File: src/rtl/alu_share_ctrl.sv
// Shares one combinational myALU between two valid/ready requesters.
// Round-robin grant in IDLE, operands evaluated in EXEC, tagged result held in RESP.

module myALU #(
    parameter int W = 16
) (
    input  logic [2:0]   opc,
    input  logic [W-1:0] m,
    input  logic [W-1:0] n,
    input  logic         c,
    output logic [W-1:0] f,
    output logic         zer,
    output logic         neg
);
    logic signed [W-1:0] ms;
    logic signed [W-1:0] ns;

    always_comb begin
        ms = $signed(m);
        ns = $signed(n);
        f  = '0;
        case (opc)
            3'b000:  f = m + n + {{(W-1){1'b0}}, c};
            3'b001:  f = ms + (ns >>> 1);
            3'b010:  f = m + {{(W-1){1'b0}}, 1'b1};
            3'b011:  f = ms + (ms >>> 1);
            3'b100:  f = m & n;
            3'b101:  f = m | n;
            3'b110:  f = ~m;
            default: f = '0;
        endcase
        zer = (f == '0);
        neg = f[W-1];
    end
endmodule

module alu_share_ctrl #(
    parameter int W     = 16,
    parameter int CNT_W = 8
) (
    input  logic             clk,
    input  logic             rst,
    input  logic             a_valid,
    output logic             a_ready,
    input  logic [2:0]       a_opc,
    input  logic [W-1:0]     a_m,
    input  logic [W-1:0]     a_n,
    input  logic             a_c,
    input  logic             b_valid,
    output logic             b_ready,
    input  logic [2:0]       b_opc,
    input  logic [W-1:0]     b_m,
    input  logic [W-1:0]     b_n,
    input  logic             b_c,
    output logic             rsp_valid,
    input  logic             rsp_ready,
    output logic             rsp_id,
    output logic [W-1:0]     rsp_f,
    output logic             rsp_zer,
    output logic             rsp_neg,
    output logic             busy,
    output logic [CNT_W-1:0] a_grants,
    output logic [CNT_W-1:0] b_grants
);
    typedef enum logic [1:0] {IDLE, EXEC, RESP} state_t;

    state_t         state_reg;
    logic           last_grant_reg;   // 0 = A, 1 = B
    logic           id_reg;
    logic [2:0]     opc_reg;
    logic [W-1:0]   m_reg;
    logic [W-1:0]   n_reg;
    logic           c_reg;
    logic           rsp_valid_reg;
    logic           rsp_id_reg;
    logic [W-1:0]   rsp_f_reg;
    logic           rsp_zer_reg;
    logic           rsp_neg_reg;

    logic           grant_a;
    logic           grant_b;
    logic [1:0]     grant_vec;
    logic [W-1:0]   alu_f;
    logic           alu_zer;
    logic           alu_neg;

    // On a tie the requester not granted last wins; grants are suppressed during reset.
    always_comb begin
        grant_a = 1'b0;
        grant_b = 1'b0;
        if (!rst && state_reg == IDLE) begin
            if (a_valid && (!b_valid || last_grant_reg))
                grant_a = 1'b1;
            else if (b_valid)
                grant_b = 1'b1;
        end
    end

    assign grant_vec = {grant_b, grant_a};
    assign a_ready   = grant_a;
    assign b_ready   = grant_b;

    myALU #(.W(W)) u_alu (
        .opc (opc_reg),
        .m   (m_reg),
        .n   (n_reg),
        .c   (c_reg),
        .f   (alu_f),
        .zer (alu_zer),
        .neg (alu_neg)
    );

    always_ff @(posedge clk) begin
        if (rst) begin
            state_reg      <= IDLE;
            last_grant_reg <= 1'b1;
            id_reg         <= 1'b0;
            opc_reg        <= '0;
            m_reg          <= '0;
            n_reg          <= '0;
            c_reg          <= 1'b0;
            rsp_valid_reg  <= 1'b0;
            rsp_id_reg     <= 1'b0;
            rsp_f_reg      <= '0;
            rsp_zer_reg    <= 1'b0;
            rsp_neg_reg    <= 1'b0;
        end else begin
            case (state_reg)
                IDLE: begin
                    if (grant_a || grant_b) begin
                        opc_reg        <= grant_b ? b_opc : a_opc;
                        m_reg          <= grant_b ? b_m   : a_m;
                        n_reg          <= grant_b ? b_n   : a_n;
                        c_reg          <= grant_b ? b_c   : a_c;
                        id_reg         <= grant_b;
                        last_grant_reg <= grant_b;
                        state_reg      <= EXEC;
                    end
                end
                EXEC: begin
                    rsp_f_reg     <= alu_f;
                    rsp_zer_reg   <= alu_zer;
                    rsp_neg_reg   <= alu_neg;
                    rsp_id_reg    <= id_reg;
                    rsp_valid_reg <= 1'b1;
                    state_reg     <= RESP;
                end
                RESP: begin
                    if (rsp_ready) begin
                        rsp_valid_reg <= 1'b0;
                        state_reg     <= IDLE;
                    end
                end
                default: state_reg <= IDLE;
            endcase
        end
    end

    // One wrapping grant counter per requester, indexed 0 = A, 1 = B.
    for (genvar gi = 0; gi < 2; gi++) begin : g_cnt
        logic [CNT_W-1:0] cnt_reg;
        always_ff @(posedge clk) begin
            if (rst)
                cnt_reg <= '0;
            else if (grant_vec[gi])
                cnt_reg <= cnt_reg + {{(CNT_W-1){1'b0}}, 1'b1};
        end
    end

    assign a_grants  = g_cnt[0].cnt_reg;
    assign b_grants  = g_cnt[1].cnt_reg;
    assign rsp_valid = rsp_valid_reg;
    assign rsp_id    = rsp_id_reg;
    assign rsp_f     = rsp_f_reg;
    assign rsp_zer   = rsp_zer_reg;
    assign rsp_neg   = rsp_neg_reg;
    assign busy      = (state_reg != IDLE);
endmodule

File: config.mk
export PLATFORM = sky130hd
export DESIGN_NAME = alu_share_ctrl
export DESIGN_NICKNAME = d
export VERILOG_FILES = /design/src/rtl/alu_share_ctrl.sv
export SDC_FILE = /design/constraint.sdc
export NUM_CORES = 1
export LEC_CHECK = 0
export CAP_MARGIN = 0
export CORE_ASPECT_RATIO = 0.5
export CORE_MARGIN = 2
export CORE_UTILIZATION = 39
export DETAILED_ROUTE_END_ITERATION = 12
export HOLD_SLACK_MARGIN = 0.1
export SLEW_MARGIN = 30
export SYNTH_ARGS = -nofsm -noshare
export SYNTH_HDL_FRONTEND = slang
export SYNTH_SLANG_ARGS = --single-unit
File: constraint.sdc
create_clock -name clk -period 10.9 [get_ports clk]
set_input_delay 2.18 -clock clk [delete_from_list [all_inputs] [get_ports clk]]
set_output_delay 2.18 -clock clk [all_outputs]
set_load 0.005 [all_outputs]
==> results_dict.tcl, run 1 <==
set metrics [dict create \
    status "completed" \
    cap_violations 0 \
    insertion_delay_ns 0.34 \
    fp.coreArea_sq_mm 0.0154 \
    tns_ns 0 \
    p_leak_nw 2.98 \
    yosys-top-cells-area "dfxtp_1 25%, ha_1 11%, nand2_1 8.1%" \
    drtIter0Drc 430 \
    swShare_pct 34.9 \
    netlist_top_cells_count "132 x nand2_1, 90 x nor2_1, 75 x dfxtp_1" \
    layout_setup_ws_ns 4.27 \
    numCtsBuffers 9 \
    gp_congestion 0.893 \
    synth_top_area_share_pct 24.5 \
    syn_area_sq_mm 0.00612 \
    combPwrFrac_pct 33.5 \
    critPathArrivalTime_ns 4.45 \
    total_power_uw 999 \
    routed_wl_mm 18.7 \
    n_fill_cell 1532 \
    antenna_left 0 \
    setup_viol 0 \
    syn2layout_area_growth_pct 25.4 \
    worstSetupStartpointType "input port" \
    slew_headroom_pct 47.9 \
    fmax_ghz 0.151 \
    layout-drive-gt1-share_pct 4.91 \
    intPower_uw 651 \
    slew_viol_final 0 \
    cts.htree.levels 3 \
    post_cts_buffers 0 \
    firstDrtPassIters 5 \
    die_y_microns 92.6 \
    syn_area_per_cell_sq_um 7.57 \
    die_width_microns 181 \
    hold_violations 0 \
    routedWlPerCell_microns 17.0 \
    worstHoldStart "rsp_f[0]$_SDFFE_PP0P_" \
    nets 1025 \
    cts_tree "done" \
    ys_seq_area_share_pct 24.5 \
    grt_max_degree 77 \
    io_pins 116 \
    grt_pass1_vias 5428 \
    cts_root_buf "clkbuf_16" \
    p_per_area_mw_per_mm2 130 \
    dp_hpwl_mm 14.2 \
    postSynth.asyncResetShare_pct 0 \
    ys_ff_latch 75 \
    cp-end-kind "primary output" \
    synth.distinct_cells 67 \
    fin_skew_ns 0.00536 \
    synth.most_common_cell "nand2_1" \
    crit_end "b_ready" \
    r2r_slack_ns 6.31 \
    synthFlopType "dfxtp_1" \
    cp.required_ns 8.72 \
    remaining_drc_errors 0 \
    path_clk_slew_ns 0.06 \
    reg2regPathDepth 14 \
    grt_use_total_pct 22.1 \
    diodes 0 \
    yosysWarnings 0 \
    period_share_pct 60.9 \
    worst_r2r_endpoint "rsp_zer$_SDFFE_PP0P_" \
    fin_crit_ns 6.63 \
    cp_max_fo 76 \
    viasPerCell 5.47 \
    synth_edf_count 0 \
    grt_setup_unrepaired "no" \
    critPathKind "in -> out" \
    tightest_slew_ns 0.782 \
    vias 6024 \
    numPortBuffers 115 \
    cts_resized 0 \
    grt_overflow 0 \
    switchingPower_uw 349 \
    seqPwrFrac_pct 32.8 \
    pre_cts_ws_ns 4.24 \
    initial_core_util_pct 39.8 \
    clkPwrFrac_pct 33.7 \
    row_count 32 \
    dieArea_sq_mm 0.0168 \
    post_synth_inst_count 809 \
    holdBufCountCts 0 \
    crit_start "rst" \
    design_area_sq_mm 0.00768 \
    cts.sinks 75 \
    synth_top_area_cell "dfxtp_1" \
    grt_pass1_wl_mm 29.4 \
    clock_path_buffers 2 \
    rr_startpoint "opc_reg[2]$_SDFFE_PP0P_" \
    min_path_type "reg -> reg" \
    vdd_drop_max_mv 0.0764 \
    antenna_found_initial 0 \
    placed_area_sq_mm 0.00735 \
    synth_nets 942 \
]
[cell usage in the layout, fill, tap and decap left out, types with 10 or more instances in the layout]
cell	netlist	final
nand4_1	11	11
mux2i_1	16	16
a21oi_1	34	34
a311oi_1	38	38
nand2_1	132	131
clkdlybuf4s50_1	0	114
ha_1	53	53
inv_1	39	39
nand3_1	20	20
dfxtp_1	75	75
xnor2_1	29	29
xor2_1	17	17
nor3_1	10	10
nor2_1	90	90
o22ai_1	14	14
a211oi_1	18	18
o21ai_0	41	41
[per-stage QoR]
stage / hold slack [ns] / util (%) / instances
2_1_floorplan: 0.432 / - / 809
3_3_place_gp: 0.439 / 47.8 / 1085
3_5_place_dp: 0.447 / 47.8 / 1085
4_1_cts: 0.455 / 49.9 / 1101
5_1_grt: 0.484 / 50.0 / 1101
6_report: 0.454 / 50.0 / 1101
[worst min path at each step]
stage / end / slack [ns] / depth (start not counted)
3_3_place_gp: rsp_f[1]$_SDFFE_PP0P_ / 0.44 / 2
5_1_grt: rsp_f[1]$_SDFFE_PP0P_ / 0.48 / 2
2_1_floorplan: rsp_id$_SDFFE_PP0P_ / 0.43 / 2
6_report: rsp_f[0]$_SDFFE_PP0P_ / 0.45 / 2
3_5_place_dp: rsp_f[0]$_SDFFE_PP0P_ / 0.45 / 2
4_1_cts: rsp_f[0]$_SDFFE_PP0P_ / 0.46 / 2
[power by group through the flow]
stage | Sequential, mW | Combinational [mW] | Clock, mW
floorplan | 0.323 | 0.226 | 0
global placement | 0.332 | 0.326 | 0
detailed placement | 0.334 | 0.331 | 0
CTS | 0.328 | 0.333 | 0.345
global route | 0.331 | 0.370 | 0.358
finish | 0.328 | 0.335 | 0.337
[critical path, cell delays in order]
cell,delay (ns)
buf_2,0.08
buf_4,0.60
nor2_1,0.17
nand3_1,0.14
buf_4,0.38
inv_1,0.08
buf_4,0.27
clkdlybuf4s50_1,0.50
[final cells by class]
cell class	count	area, sq um	area share (%)
Clock inverter	7	105	1.37
Timing Repair Buffer	123	1210	15.7
Clock buffer	9	225	2.93
Multi-Input combinational cell	644	4240	55.2
Inverter	39	146	1.91
Sequential cell	75	1500	19.5
Tap cell	204	255	3.32
[per-layer routing]
layer / up-vias / part of all wire [%] / track usage [%]
met2: 176 / 41 / 32.7
li1: 3052 / - / -
met4: 0 / 0.68 / 3.59
met3: 13 / 6.4 / 4.48
met5: - / 0 / 0
met1: 2783 / 52 / 33.3
[logic make-up after synthesis]
family | Yosys count | share of synthesized area, %
XOR/XNOR | 46 | 6.58
adder cells (fa/ha/maj) | 56 | 11.8
flip-flops | 75 | 24.5
buffers and inverters | 90 | 6.44
AO/OA/AOI/OAI | 211 | 24.7
multiplexers | 19 | 3.35
AND/OR/NAND/NOR | 312 | 22.6
(Power assumes the default switching activity.)
==> run 2, diff against run 1 <==
- clock period: 10.9 -> 6.55 ns (I/O delays scaled with it)
==> run 2 against run 1 <==
Effect of this change:
- non-clock buffer count rose by 3
- die area did not move
- utilization fell by 0.18 points
- design area fell by 0.36%
- clock-buffer cell count did not move
- via count rose by 2.1%
- highest routed layer unchanged
- register-to-register slack got worse by 3.8 ns
- first-iteration DRC count rose by 21%
- critical endpoint unchanged
==> results_dict.tcl, run 2 (synthesis gave the netlist of run 1 again) <==
set metrics [dict create \
    fin_crit_ns 4.25 \
    pre_cts_ws_ns 2.29 \
    grt_overflow 0 \
    switchingPower_uw 571 \
    slew_headroom_pct 47.4 \
    grt_use_total_pct 22.0 \
    placed_area_sq_mm 0.00736 \
    row_count 32 \
    cts.sinks 75 \
    grt_setup_unrepaired "no" \
    setup_viol 0 \
    p_leak_nw 2.97 \
    remaining_drc_errors 0 \
    io_pins 116 \
    nets 1028 \
    place_inst 1088 \
    dp_hpwl_mm 14.1 \
    critPathKind "in -> out" \
    slew_viol_final 0 \
    insertion_delay_ns 0.34 \
    routedWlPerCell_microns 17.0 \
    p_per_area_mw_per_mm2 210 \
    cp_max_fo 40 \
    fin_cells 1103 \
    clkPwrFrac_pct 31.1 \
    grt_pass1_wl_mm 29.5 \
    vias 6152 \
    design_area_sq_mm 0.00765 \
    status "completed" \
    cts_root_buf "clkbuf_16" \
    path_clk_slew_ns 0.06 \
    clock_path_buffers 2 \
    die_y_microns 92.6 \
    n_fill_cell 1506 \
    die_width_microns 181 \
    worstHoldStart "rsp_f[1]$_SDFFE_PP0P_" \
    antenna_left 0 \
    fin_skew_ns 0.0120 \
    critPathArrivalTime_ns 2.94 \
    fmax_ghz 0.235 \
    utilization_pct 49.8 \
    rr_startpoint "opc_reg[0]$_SDFFE_PP0P_" \
    swShare_pct 35.5 \
    seqPwrFrac_pct 34.1 \
    intPower_mw 1.04 \
    hold_violations 0 \
    grt_pass1_vias 5505 \
    mostFrequentLayoutCells "132 x nand2_1, 114 x clkdlybuf4s50_1, 90 x nor2_1, 75 x dfxtp_1, 53 x ha_1" \
    cp-end-kind "primary output" \
    antenna_found_initial 1 \
    layout_setup_ws_ns 2.30 \
    tightest_slew_ns 0.789 \
    initial_core_util_pct 39.8 \
    grt_max_degree 76 \
    tns_ns 0 \
    numPortBuffers 115 \
    cp.required_ns 5.24 \
    dieArea_sq_mm 0.0168 \
    diodes 0 \
    drtIter0Drc 520 \
    period_share_pct 64.8 \
    cap_violations 0 \
    cts.htree.levels 3 \
    holdBufCountCts 0 \
    min_path_type "reg -> reg" \
    cts_tree "done" \
    numCtsBuffers 9 \
    layout-drive-gt1-share_pct 4.89 \
    final_common_cell "nand2_1" \
    cts_resized 0 \
    routed_wl_mm 18.7 \
    firstDrtPassIters 5 \
    gp_congestion 0.963 \
    worstSetupStartpointType "input port" \
    vdd_drop_max_mv 0.138 \
    viasPerCell 5.58 \
    fp.coreArea_sq_mm 0.0154 \
    combPwrFrac_pct 34.8 \
    post_cts_buffers 0 \
    crit_start "a_valid" \
    syn2layout_area_growth_pct 25.0 \
]
==> run 2: cell types whose count changed in the layout (fill, tap and decap cells not counted), sizes merged <==
cell and change:
buf +3, clkinv +3, bufinv -1, inv -3
==> run 2: area by class of cell <==
class	instances	area [sq um]	area share, %
inverter	39	146	1.91
sequential	75	1500	19.6
clock buffer	9	225	2.94
multi-input combinational	644	4230	55.3
timing repair buffer	126	1230	16.1
tap	204	255	3.33
clock inverter	6	65.1	0.850
==> run 2: critical path, stage by stage <==
cell	delay (ns)
clkdlybuf4s50_1	0.53
nand2_1	0.07
nand3_1	0.08
buf_4	0.37
inv_1	0.11
clkdlybuf4s50_1	0.46
==> run 2: metrics by stage <==
stage / power [mW] / hold WS [ns]
5_1_grt: 1.70 / 0.480
6_report: 1.61 / 0.459
4_1_cts: 1.61 / 0.464
3_5_place_dp: 1.11 / 0.456
2_1_floorplan: 0.913 / 0.432
3_3_place_gp: 1.10 / 0.442
==> run 2: path summary, 6_finish.rpt <==
check | slack (ns) | endpoint | cells after the start
setup reg to reg | 2.54 | rsp_zer$_SDFFE_PP0P_ | 16
hold reg to reg | 0.46 | rsp_f[1]$_SDFFE_PP0P_ | 2
hold / removal | 0.46 | rsp_f[1]$_SDFFE_PP0P_ | 2
setup / recovery | 2.30 | b_ready | 6
==> run 2: power by group through the flow <==
stage	Sequential (mW)	Clock (mW)	Combinational (mW)
3_3_place_gp	0.555	0	0.544
6_report	0.547	0.500	0.559
3_5_place_dp	0.557	0	0.550
2_1_floorplan	0.538	0	0.375
4_1_cts	0.546	0.511	0.553
5_1_grt	0.552	0.529	0.618
==> run 2: per-layer routing <==
| metal | vias up | wire length, microns | GRT usage [%] |
|---|---|---|---|
| li1 | 3068 | - | - |
| met1 | 2841 | 9650 | 33.2 |
| met2 | 225 | 7490 | 32.1 |
| met3 | 18 | 1310 | 4.01 |
| met4 | 0 | 247 | 4.67 |
| met5 | - | 0 | 0 |
==> run 3, diff against run 2 <==
- clock period: 6.55 -> 3.96 ns (I/O delays scaled with it)
==> run 3 against run 2 <==
Effect of this change:
- non-clock buffer count grew 10
- sequential share of layout area shrank 0.32 points
- routed wire length grew 7.1%
- highest routed layer is now met5
==> results_dict.tcl, run 3 (synthesis gave the netlist of run 1 again) <==
set metrics [dict create \
    status "completed" \
    numCtsBuffers 9 \
    numPortBuffers 115 \
    cp_common_cell "buf_4" \
    grt_overflow 0 \
    dp_hpwl_mm 15.5 \
    die_width_microns 181 \
    nets 1038 \
    crit_path_cell_trace "nor2b_1, nand2_2, buf_4, buf_4, nand2_1, o21ai_0, ha_1, a21o_1, a31oi_1, nor4b_2, a2111oi_4, xnor2_1, a211o_1, a211oi_2, nand4_1, o21ai_1" \
    diodes 0 \
    path_clk_slew_ns 0.07 \
    antenna_found_initial 2 \
    cpPeakStageDelay_ns 0.42 \
    cap_violations 0 \
    drtIter0Drc 669 \
    cp.required_ns 4.24 \
    cp-end-kind "flop" \
    final_common_cell "nand2_1" \
    vias 6248 \
    r2r_slack_ns 0.33 \
    period_share_pct 91.7 \
    fmax_ghz 0.275 \
    firstDrtPassIters 5 \
    mostFrequentLayoutCells "131 x nand2_1, 114 x clkdlybuf4s50_1, 90 x nor2_1, 75 x dfxtp_1, 53 x ha_1" \
    io_pins 116 \
    vdd_drop_max_mv 0.250 \
    cts.sinks 75 \
    grt_pass1_vias 5615 \
    die_y_microns 92.6 \
    crit_slowest_cell "a2111oi_4" \
    setup_viol 0 \
    tns_ns 0 \
    fin_skew_ns 0.0101 \
    row_count 32 \
    viasPerCell 5.61 \
    layout-drive-gt1-share_pct 6.26 \
    slew_headroom_pct 54.6 \
    p_per_area_mw_per_mm2 360 \
    remaining_drc_errors 0 \
    cp_max_fo 13 \
    cts.htree.levels 3 \
    fin_crit_ns 3.63 \
    min_path_type "reg -> reg" \
    p_leak_nw 3.04 \
    placed_area_sq_mm 0.00744 \
    grt_max_degree 42 \
    n_fill_cell 1532 \
    grt_pass1_wl_mm 31.5 \
    design_area_sq_mm 0.00778 \
    insertion_delay_ns 0.35 \
    grt_setup_unrepaired "no" \
    critPathKind "reg -> reg" \
    critPathArrivalTime_ns 3.91 \
    cts_root_buf "clkbuf_16" \
    initial_core_util_pct 39.8 \
    routed_wl_mm 20.0 \
    antenna_left 0 \
    cts_tree "done" \
    gp_congestion 0.931 \
    fp.coreArea_sq_mm 0.0154 \
    grt_use_total_pct 23.9 \
    slew_viol_final 0 \
    hold_violations 0 \
    tightest_slew_ns 0.682 \
    worstSetupStartpointType "flop" \
    routedWlPerCell_microns 18.0 \
    dieArea_sq_mm 0.0168 \
    clock_path_buffers 2 \
    syn2layout_area_growth_pct 27.1 \
]
## run 3: worst max-delay path: cells and delay by family, from the launching register on
family	cells	cell delay, ns
simple gates	5	0.67
flops	1	0.33
compound gates	7	1.62
xor+xnor	1	0.12
buf+inv	2	0.40
fa+ha+maj	1	0.40
## run 3: final timing paths
check                    endpoint  cells past startpoint                     from
min           rsp_id$_SDFFE_PP0P_                      2      id_reg$_SDFFE_PP0P_
max reg2reg  rsp_zer$_SDFFE_PP0P_                     16  opc_reg[0]$_SDFFE_PP0P_
min reg2reg   rsp_id$_SDFFE_PP0P_                      2      id_reg$_SDFFE_PP0P_
max          rsp_zer$_SDFFE_PP0P_                     16  opc_reg[0]$_SDFFE_PP0P_
## run 3: area by class of cell
cell class              instances  area [sq um]  share of cell area (%)
clock buffers                   9           225                    2.89
clock inverters                 7           105                    1.35
inverters                      39           146                    1.88
multi-input cells             644          4250                    54.6
flip-flops and latches         75          1500                    19.3
well taps                     204           255                    3.28
repair buffers                136          1300                    16.7
## run 3: metal layers
layer  up-vias  global-route usage, %  part of all wire [%]
met5         -                      0                 0.065
met4         2                   4.67                   1.1
met3        21                   5.15                   8.1
met2       238                   32.9                    39
met1      2916                   37.4                    52
li1       3071                      -                     -
## run 3: per-stage QoR
| step | worst slack [ns] | instances | total power [mW] | hold WS [ns] | utilization [%] |
|---|---|---|---|---|---|
| floorplan | 0.247 | 809 | 1.51 | 0.432 | - |
| global placement | 0.388 | 1098 | 1.85 | 0.440 | 48.4 |
| detailed placement | 0.342 | 1098 | 1.86 | 0.446 | 48.4 |
| CTS | 0.310 | 1114 | 2.80 | 0.456 | 50.6 |
| global route | 0.0876 | 1114 | 2.96 | 0.472 | 50.6 |
| finish | 0.328 | 1114 | 2.80 | 0.456 | 50.6 |
## run 3: repair_timing
item / CTS / global route
buffers inserted: 0 / 0
gates resized for setup: 0 / 3
endpoints found under the setup margin: 0 / 1
hold buffers: 0 / 0
## run 3: power by group
group	switching (mW)	total (mW)	leakage (nW)	internal [mW]
clock	0.375	0.939	0.159	0.564
sequential	0.0808	0.898	0.615	0.817
combinational	0.545	0.967	2.27	0.422
total	1.00	2.80	3.04	1.80
==> RTL edit: new RTL, flow settings as in run 3 <==
Reset style: asynchronous (`rst`), changed in 2 clocked blocks.
--- a/src/rtl/alu_share_ctrl.sv
+++ b/src/rtl/alu_share_ctrl.sv
@@ -110,7 +110,7 @@
         .neg (alu_neg)
     );
 
-    always_ff @(posedge clk) begin
+    always_ff @(posedge clk or posedge rst) begin
         if (rst) begin
             state_reg      <= IDLE;
             last_grant_reg <= 1'b1;
@@ -159,7 +159,7 @@
     // One wrapping grant counter per requester, indexed 0 = A, 1 = B.
     for (genvar gi = 0; gi < 2; gi++) begin : g_cnt
         logic [CNT_W-1:0] cnt_reg;
-        always_ff @(posedge clk) begin
+        always_ff @(posedge clk or posedge rst) begin
             if (rst)
                 cnt_reg <= '0;
             else if (grant_vec[gi])
Function: differs if rst is asserted again (counterexample within 4 cycles, from zero or initial values and one cycle with rst high); with rst held inactive, the same outputs for 4 cycles.
==> RTL edit against run 3 <==
Wire length is 0.66% lower. Synthesized area is 0.86% lower. Die area is 0.83% lower. Critical path type unchanged. Highest routed layer is now met4. Sequential cell count stayed put. Sequential share of layout area is 4.8 points higher. Cell area is 0.18% higher. Setup slack worse by 50 ps.
Power is not compared: it rests on default switching activity, and its combinational part moved more than twofold at a synthesized area within 25%.
==> RTL edit: results (changes against run 3) <==
| Metric | Value |
|---|---|
| Status | finished clean (unchanged) |
| Filler cells | 1499 (was 1532) |
| Via count of the first global-routing pass | 5438 (was 5615) |
| Largest cells by area after synthesis | dfrtp_1 30%, ha_1 11%, nand2_1 8.8% (was dfxtp_1 25%, ha_1 11%, nand2_1 8.1%) |
| Number of nets in the synthesized netlist | 902 (was 942) |
| CP Launch Point | opc_reg[2]$_DFFE_PP0P_ (was opc_reg[0]$_SDFFE_PP0P_) |
| Multi-input logic portion of the cell area | 49.9% (was 54.6%) |
| Post-synthesis to final-layout area growth | 28.4% (was 27.1%) |
| Met2 Resource Use GR | 30.8% (was 32.9%) |
| Met3 layer wire length in the routed design | 2260 µm (was 1620 µm) |
| Global routing met1 resource utilization | 39.6% (was 37.4%) |
| Multi-input gates | 615 (was 644) |
| Leading register cell type out of synthesis | dfrtp_1 (was dfxtp_1) |
| Synthesized netlist cell count | 771 (was 809) |
| Detailed router's first-iteration violation count | 642 (was 669) |
| Uppermost layer routed | met4 (was met5) |
| Vias after detailed routing | 6034 (was 6248) |
| Cell depth of the worst flop-to-flop path | 15 (was 16) |
| Total global-route track usage | 24.0% (was 23.9%) |
| Final estimated routing congestion in global placement | 0.947 (was 0.931) |
| Portion of the layout cell area used by non-clock buffers | 16.8% (was 16.7%) |
| Via/cell ratio | 5.55 (was 5.61) |
| Hold Slack | 468 ps (was 456 ps) |
| Cells on Worst Hold Path | 1 (was 2) |
| Actual transition at the worst max-transition pin | 898 ps (was 682 ps) |
| Register Area | 1880 µm² (was 1500 µm²) |
| Clk cell area share | 3.85% (was 4.24%) |
| Final wirelength | 19900 µm (was 20000 µm) |
| WL met1 | 10200 µm (was 10400 µm) |
| Number of cells in the design after placement | 1071 (was 1098) |
| Post-Route Skew | 9.47 ps (was 10.1 ps) |
| Proportion of synthesized chip area in sequential cells | 30.9% (was 24.5%) |
| Gate family responsible for the most delay along the worst path | simple AND/OR/NAND/NOR gates (was compound AO/OA/AOI/OAI gates) |
| Final net count | 1010 (was 1038) |
==> RTL edit: cell types whose count changed after synthesis, moves of 8 or more <==
| cell | delta |
|---|---|
| a211oi_1 | -14 |
| a21oi_1 | -8 |
| a311oi_1 | -36 |
| a31oi_1 | +34 |
| clkbuf_1 | -9 |
| dfrtp_1 | +74 |
| dfxtp_1 | -75 |
| nand2_1 | +11 |
| nor2_1 | -14 |
| o21ai_0 | +8 |
| xnor2_1 | +8 |
==> RTL edit: cells by family (layout without fill, tap and decap cells) <==
group	after synthesis	in the layout	synth area share, %
multiplexers	13	13	2.16
buffers and inverters	81	194	5.30
flip-flops	75	75	30.9
AND/OR/NAND/NOR	306	306	22.5
AO/OA/AOI/OAI	195	195	20.8
adder cells (fa/ha/maj)	54	54	11.5
XOR/XNOR	47	47	6.78
